[src/rtl/serial_addsub_ctrl_if.sv]
// rtl/serial_addsub_ctrl_if.sv - operand/result handshake bundle for the bit-serial add/sub controller
interface serial_addsub_ctrl_if #(
  parameter int WIDTH = 8
);
  logic             start;
  logic             sub;
  logic [WIDTH-1:0] a;
  logic [WIDTH-1:0] b;
  logic             busy;
  logic             done;
  logic [WIDTH-1:0] result;
  logic             carry_out;
  logic             overflow;

  // Upstream issuer drives operands and observes status/results
  modport master (
    output start, sub, a, b,
    input  busy, done, result, carry_out, overflow
  );

  // Controller consumes operands and produces status/results
  modport slave (
    input  start, sub, a, b,
    output busy, done, result, carry_out, overflow
  );
endinterface

[src/rtl/serial_addsub_ctrl.sv]
// rtl/serial_addsub_ctrl.sv - bit-serial LSB-first adder/subtractor with start/busy/done handshake
module serial_addsub_ctrl #(
  parameter int WIDTH = 8,
  parameter int CNT_W = $clog2(WIDTH + 1)
) (
  input logic                 clk,
  input logic                 rst,
  serial_addsub_ctrl_if.slave bus
);
  localparam logic [1:0] S_IDLE = 2'd0;
  localparam logic [1:0] S_LOAD = 2'd1;
  localparam logic [1:0] S_RUN  = 2'd2;
  localparam logic [1:0] S_DONE = 2'd3;

  localparam logic [CNT_W-1:0] LAST_BIT = CNT_W'(WIDTH - 1);

  logic [1:0]       state;
  logic [WIDTH-1:0] a_sr;
  logic [WIDTH-1:0] b_sr;
  logic [WIDTH-1:0] res_q;
  logic [CNT_W-1:0] count;
  logic             c_q;
  logic             cin_msb;
  logic             cout_q;
  logic             s;
  logic             cnext;

  // The single shared full-adder cell working on the current LSBs
  always_comb begin
    s     = a_sr[0] ^ b_sr[0] ^ c_q;
    cnext = (a_sr[0] & b_sr[0]) | (a_sr[0] & c_q) | (b_sr[0] & c_q);
  end

  // Sequencer: capture operands, shift WIDTH bits through the cell, latch flags
  always_ff @(posedge clk or posedge rst) begin
    if (rst) begin
      state   <= S_IDLE;
      a_sr    <= '0;
      b_sr    <= '0;
      res_q   <= '0;
      count   <= '0;
      c_q     <= 1'b0;
      cin_msb <= 1'b0;
      cout_q  <= 1'b0;
    end else begin
      case (state)
        S_IDLE: begin
          if (bus.start) begin
            // Subtraction is A + ~B + 1: invert B and seed the carry with 1
            a_sr    <= bus.a;
            b_sr    <= bus.sub ? ~bus.b : bus.b;
            c_q     <= bus.sub;
            count   <= '0;
            res_q   <= '0;
            cin_msb <= 1'b0;
            cout_q  <= 1'b0;
            state   <= S_LOAD;
          end
        end
        S_LOAD: begin
          res_q <= '0;
          state <= S_RUN;
        end
        S_RUN: begin
          res_q <= {s, res_q[WIDTH-1:1]};
          a_sr  <= a_sr >> 1;
          b_sr  <= b_sr >> 1;
          c_q   <= cnext;
          count <= count + 1'b1;
          if (count == LAST_BIT) begin
            // Flags are captured on the final bit so they are valid during DONE
            cin_msb <= c_q;
            cout_q  <= cnext;
            state   <= S_DONE;
          end
        end
        default: begin
          state <= S_IDLE;
        end
      endcase
    end
  end

  // Status and results; flags stay zero until the MSB edge sets them
  always_comb begin
    bus.busy      = (state != S_IDLE);
    bus.done      = (state == S_DONE);
    bus.result    = res_q;
    bus.carry_out = cout_q;
    bus.overflow  = cin_msb ^ cout_q;
  end
endmodule
[src/flat_wrapper.sv]
// flat-port wrapper written by rule: the top's interface ports become plain ports
module serial_addsub_ctrl_flat 
#(
  parameter int WIDTH = 8,
  parameter int CNT_W = $clog2(WIDTH + 1)
)
  (clk, rst, bus_start, bus_sub, bus_a, bus_b, bus_busy, bus_done, bus_result, bus_carry_out, bus_overflow);
  serial_addsub_ctrl_if #(.WIDTH(WIDTH)) bus_i ();
  input logic clk;
  input logic rst;
  input wire logic [$bits(bus_i.start)-1:0] bus_start;
  input wire logic [$bits(bus_i.sub)-1:0] bus_sub;
  input wire logic [$bits(bus_i.a)-1:0] bus_a;
  input wire logic [$bits(bus_i.b)-1:0] bus_b;
  output wire logic [$bits(bus_i.busy)-1:0] bus_busy;
  output wire logic [$bits(bus_i.done)-1:0] bus_done;
  output wire logic [$bits(bus_i.result)-1:0] bus_result;
  output wire logic [$bits(bus_i.carry_out)-1:0] bus_carry_out;
  output wire logic [$bits(bus_i.overflow)-1:0] bus_overflow;
  assign bus_i.start = bus_start;
  assign bus_i.sub = bus_sub;
  assign bus_i.a = bus_a;
  assign bus_i.b = bus_b;
  assign bus_busy = bus_i.busy;
  assign bus_done = bus_i.done;
  assign bus_result = bus_i.result;
  assign bus_carry_out = bus_i.carry_out;
  assign bus_overflow = bus_i.overflow;
  serial_addsub_ctrl #(.WIDTH(WIDTH), .CNT_W(CNT_W)) u_core (.clk(clk), .rst(rst), .bus(bus_i));
endmodule
[config.mk]
export PLATFORM = sky130hd
export DESIGN_NAME = serial_addsub_ctrl_flat
export DESIGN_NICKNAME = d
export VERILOG_FILES = /design/src/rtl/serial_addsub_ctrl_if.sv /design/src/rtl/serial_addsub_ctrl.sv /design/src/flat_wrapper.sv
export SDC_FILE = /design/constraint.sdc
export NUM_CORES = 1
export LEC_CHECK = 0
export BUFFER_PORTS_ARGS = -buffer_cell sky130_fd_sc_hd__buf_2
export CAP_MARGIN = 20
export CORE_AREA = 4 4 67 69
export CTS_CLUSTER_DIAMETER = 120
export DETAILED_ROUTE_END_ITERATION = 8
export DIE_AREA = 0 0 71 73
export PLACE_DENSITY = 0.67
export RECOVER_POWER = 100
export SETUP_SLACK_MARGIN = 0.02
export SYNTH_ARGS = -nofsm -noshare
export SYNTH_HDL_FRONTEND = slang
export SYNTH_SLANG_ARGS = --single-unit
export TNS_END_PERCENT = 10
[constraint.sdc]
create_clock -name clk -period 2.5 [get_ports clk]
set_input_delay 0.375 -clock clk [delete_from_list [all_inputs] [get_ports clk]]
set_output_delay 0.375 -clock clk [all_outputs]
set_load 0.005 [all_outputs]
==> reports/metrics.cfg <==
[clock_network]
clockBufferDepth = 2
clkTransAtPathRegs_ns = 0.07
root_buffer = clkbuf_8
cts_made_buffers = 5
clock_sinks = 33
cts_setup_buffers = 0
cts_resized = 0
cts_hold_buf = 0
cts_tree = done
htreeDepth = 2
clk_latency_ns = 0.28

[layout]
fill_cells = 395
drive_above_1_share_pct = 19.81
n_antenna_cell = 0
finalNetCount = 232
final_common_cell = dfrtp_1
mostFrequentLayoutCells = 33 x dfrtp_1, 32 x o21ai_0, 30 x nand2_1
area_delta_synth_final_pct = 14.01

[sta]
slew_violations = 34
finalSetupViolCount = 0
rsz0062_at_grt = false
period_minus_slack_ns = 1.926
tns_ns = 0
relSlewSlack_pct = -16.68
tightest_slew_ns = 1.750
worst_slack_ns = 0.5738
finalHoldViolCount = 0
max_freq_ghz = 0.5192
clock_skew_ns = 0.002906
fin_crit_sh_pct = 77.05

[power]
ir_drop_uv = 536.0
power_frac_clock_pct = 19.3
p_sw_w = 0.0008684
p_leak_nw = 0.9447
seqPwrFrac_pct = 36.8
swShare_pct = 38.11
p_per_area_mw_per_mm2 = 1125
comb_power_share_pct = 43.9
intPower_w = 0.001410

[global_routing]
gr-usage-met1_pct = 17.98
grt_use_met3_pct = 4.683
grt_antenna_before_repair = 0
grt_use_total_pct = 13.83
overflow = 0
busiest_layer = met2
grt_pass1_vias = 1267
grt_start_max_net_pins = 34
grt_pass1_wl_um = 5733
use_met2_pct = 22.25

[synth]
ys_warn_count = 0
synth_cells = 172
synth_nets = 198
synthFlopType = dfrtp_1
ys_seq_area_share_pct = 46.48
synthArstFlopShare_pct = 100.0
synth_area_mm2 = 0.001777
ys_types = 31
postSynthAreaPerCell_um2 = 10.33
yosys_register_bits = 33
synth-edff-count = 0

[flow_run]
maxCapViolCount = 1

[hold_path]
hold_class = in2reg
hp-start = bus_a[3]
hold_depth = 3
hold_path_end = u_core.a_sr[3]

[placement]
gp_congestion = 0.7387
dp_hpwl_um = 2287
numPortBuffers = 31
place_ws_ns = 0.6456

[worst_setup_path]
start_kind = flip-flop
r2r_setup_slack_ns = 0.57
cp.required_ns = 2.67
path_buf_inv = 2
worstPathCellList = inv_1, ha_1, nor2b_1, clkbuf_1, a21o_1, mux2_2
critical_path_arrival_ns = 2.09
r2r-start = u_core.state[0]
crit_path_max_fanout = 11
slowest_delay_ns = 0.40
worst-r2r-cell-count = 6
path_class = reg2reg
critPathTopFamily = buffers and inverters
cp_slowest_cell = dfrtp_1
r2r-end = u_core.state[1]
endpoint_kind = flip-flop

[routing]
route.detailed.drc = 0
first_iter_violations = 68
wl_um = 3241
num_vias = 1286
vias_per_cell = 5.004
antenna_left = 0
dr.pass1.iters = 4
wl_per_cell_um = 12.61

[die]
io_pins = 32
die_h_um = 73
die_area_mm2 = 0.005183
rows = 23
core_area_mm2 = 0.003914
die_width_um = 71
start_util_pct = 45.40

[run_status]
violations = max-capacitance violations, max-slew violations
status = finished with violations

-- flip-flops by register name, indices dropped and copies added, names as in the netlist --
signal	flops
u_core.a_sr	8
u_core.b_sr	8
u_core.bus.result	8
u_core.count	4
u_core.state	2
u_core.bus.carry_out	1
u_core.c_q	1
u_core.cin_msb	1
-- logic make-up after synthesis --
logic type | after synthesis | share of synthesized area [%]
compound gates | 44 | 16.48
xor+xnor | 9 | 4.437
fa+ha+maj | 6 | 4.648
buf+inv | 17 | 5.282
flops | 33 | 46.48
mux | 18 | 11.06
simple gates | 45 | 11.62
-- tightest hold or removal path, stage by stage --
cell	delay [ns]
buf_2	0.07
mux2i_1	0.05
o21ai_0	0.13
-- through the flow --
step	total power [W]	hold WS [ns]	instance area [um^2]	instances	util (%)
floorplan	0.001776	0.4474	1777	172	-
global placement	0.001974	0.4609	1981	249	50.61
detailed placement	0.001994	0.4649	1981	249	50.61
CTS	0.002443	0.1810	2082	257	53.20
global route	0.002501	0.3956	2026	257	51.76
finish	0.002279	0.3818	2026	257	51.76
-- per-layer routing --
layer,routed length [um],up-vias
met5,0,-
met4,7,0
met3,208,2
met2,1481,33
met1,1544,597
li1,-,654
-- power by group through the flow --
stage | clock network, W | registers (W) | logic, W
4_1_cts | 0.000458 | 0.000840 | 0.00115
2_1_floorplan | 0 | 0.000824 | 0.000952
3_3_place_gp | 0 | 0.000847 | 0.00113
6_report | 0.000441 | 0.000838 | 0.00100
5_1_grt | 0.000479 | 0.000864 | 0.00116
3_5_place_dp | 0 | 0.000849 | 0.00114
-- area by class of cell --
cell class	count	area (um^2)	share of cell area, %
Clock inverter	1	5.005	0.2471
Multi-Input combinational cell	122	815.8	40.27
Clock buffer	7	96.34	4.756
Inverter	8	30.03	1.482
Sequential cell	33	825.8	40.77
Tap cell	50	62.56	3.088
Timing Repair Buffer	36	190.2	9.389
-- Yosys cell counts, drive strengths merged, types with 2 or more instances --
cell	number	area (um^2)
o21ai	34	207.7
dfrtp	33	825.8
nand2	30	112.6
mux2i	15	162.7
inv	8	30.03
xor2	8	70.07
buf	7	56.30
ha	5	62.56
nand2b	4	25.02
nand3	4	20.02
mux2	3	33.78
nand3b	3	22.52
a21o	2	15.01
a21oi	2	10.01
clkbuf	2	7.510
o311ai	2	17.52
-- how the worst max path moves through the flow --
stage	startpoint	to	slack, ns	cells past startpoint
after floorplan	u_core.state[0]	u_core.a_sr[2]	0.95	5
after global placement	u_core.state[0]	u_core.count[3]	0.72	6
after detailed placement	u_core.state[0]	u_core.count[3]	0.65	6
after CTS	u_core.state[0]	u_core.count[3]	0.63	6
after global routing	rst	u_core.b_sr[2]	0.33	3
final	u_core.state[0]	u_core.state[1]	0.57	6
Note: power is estimated with default switching activity, not from simulation.
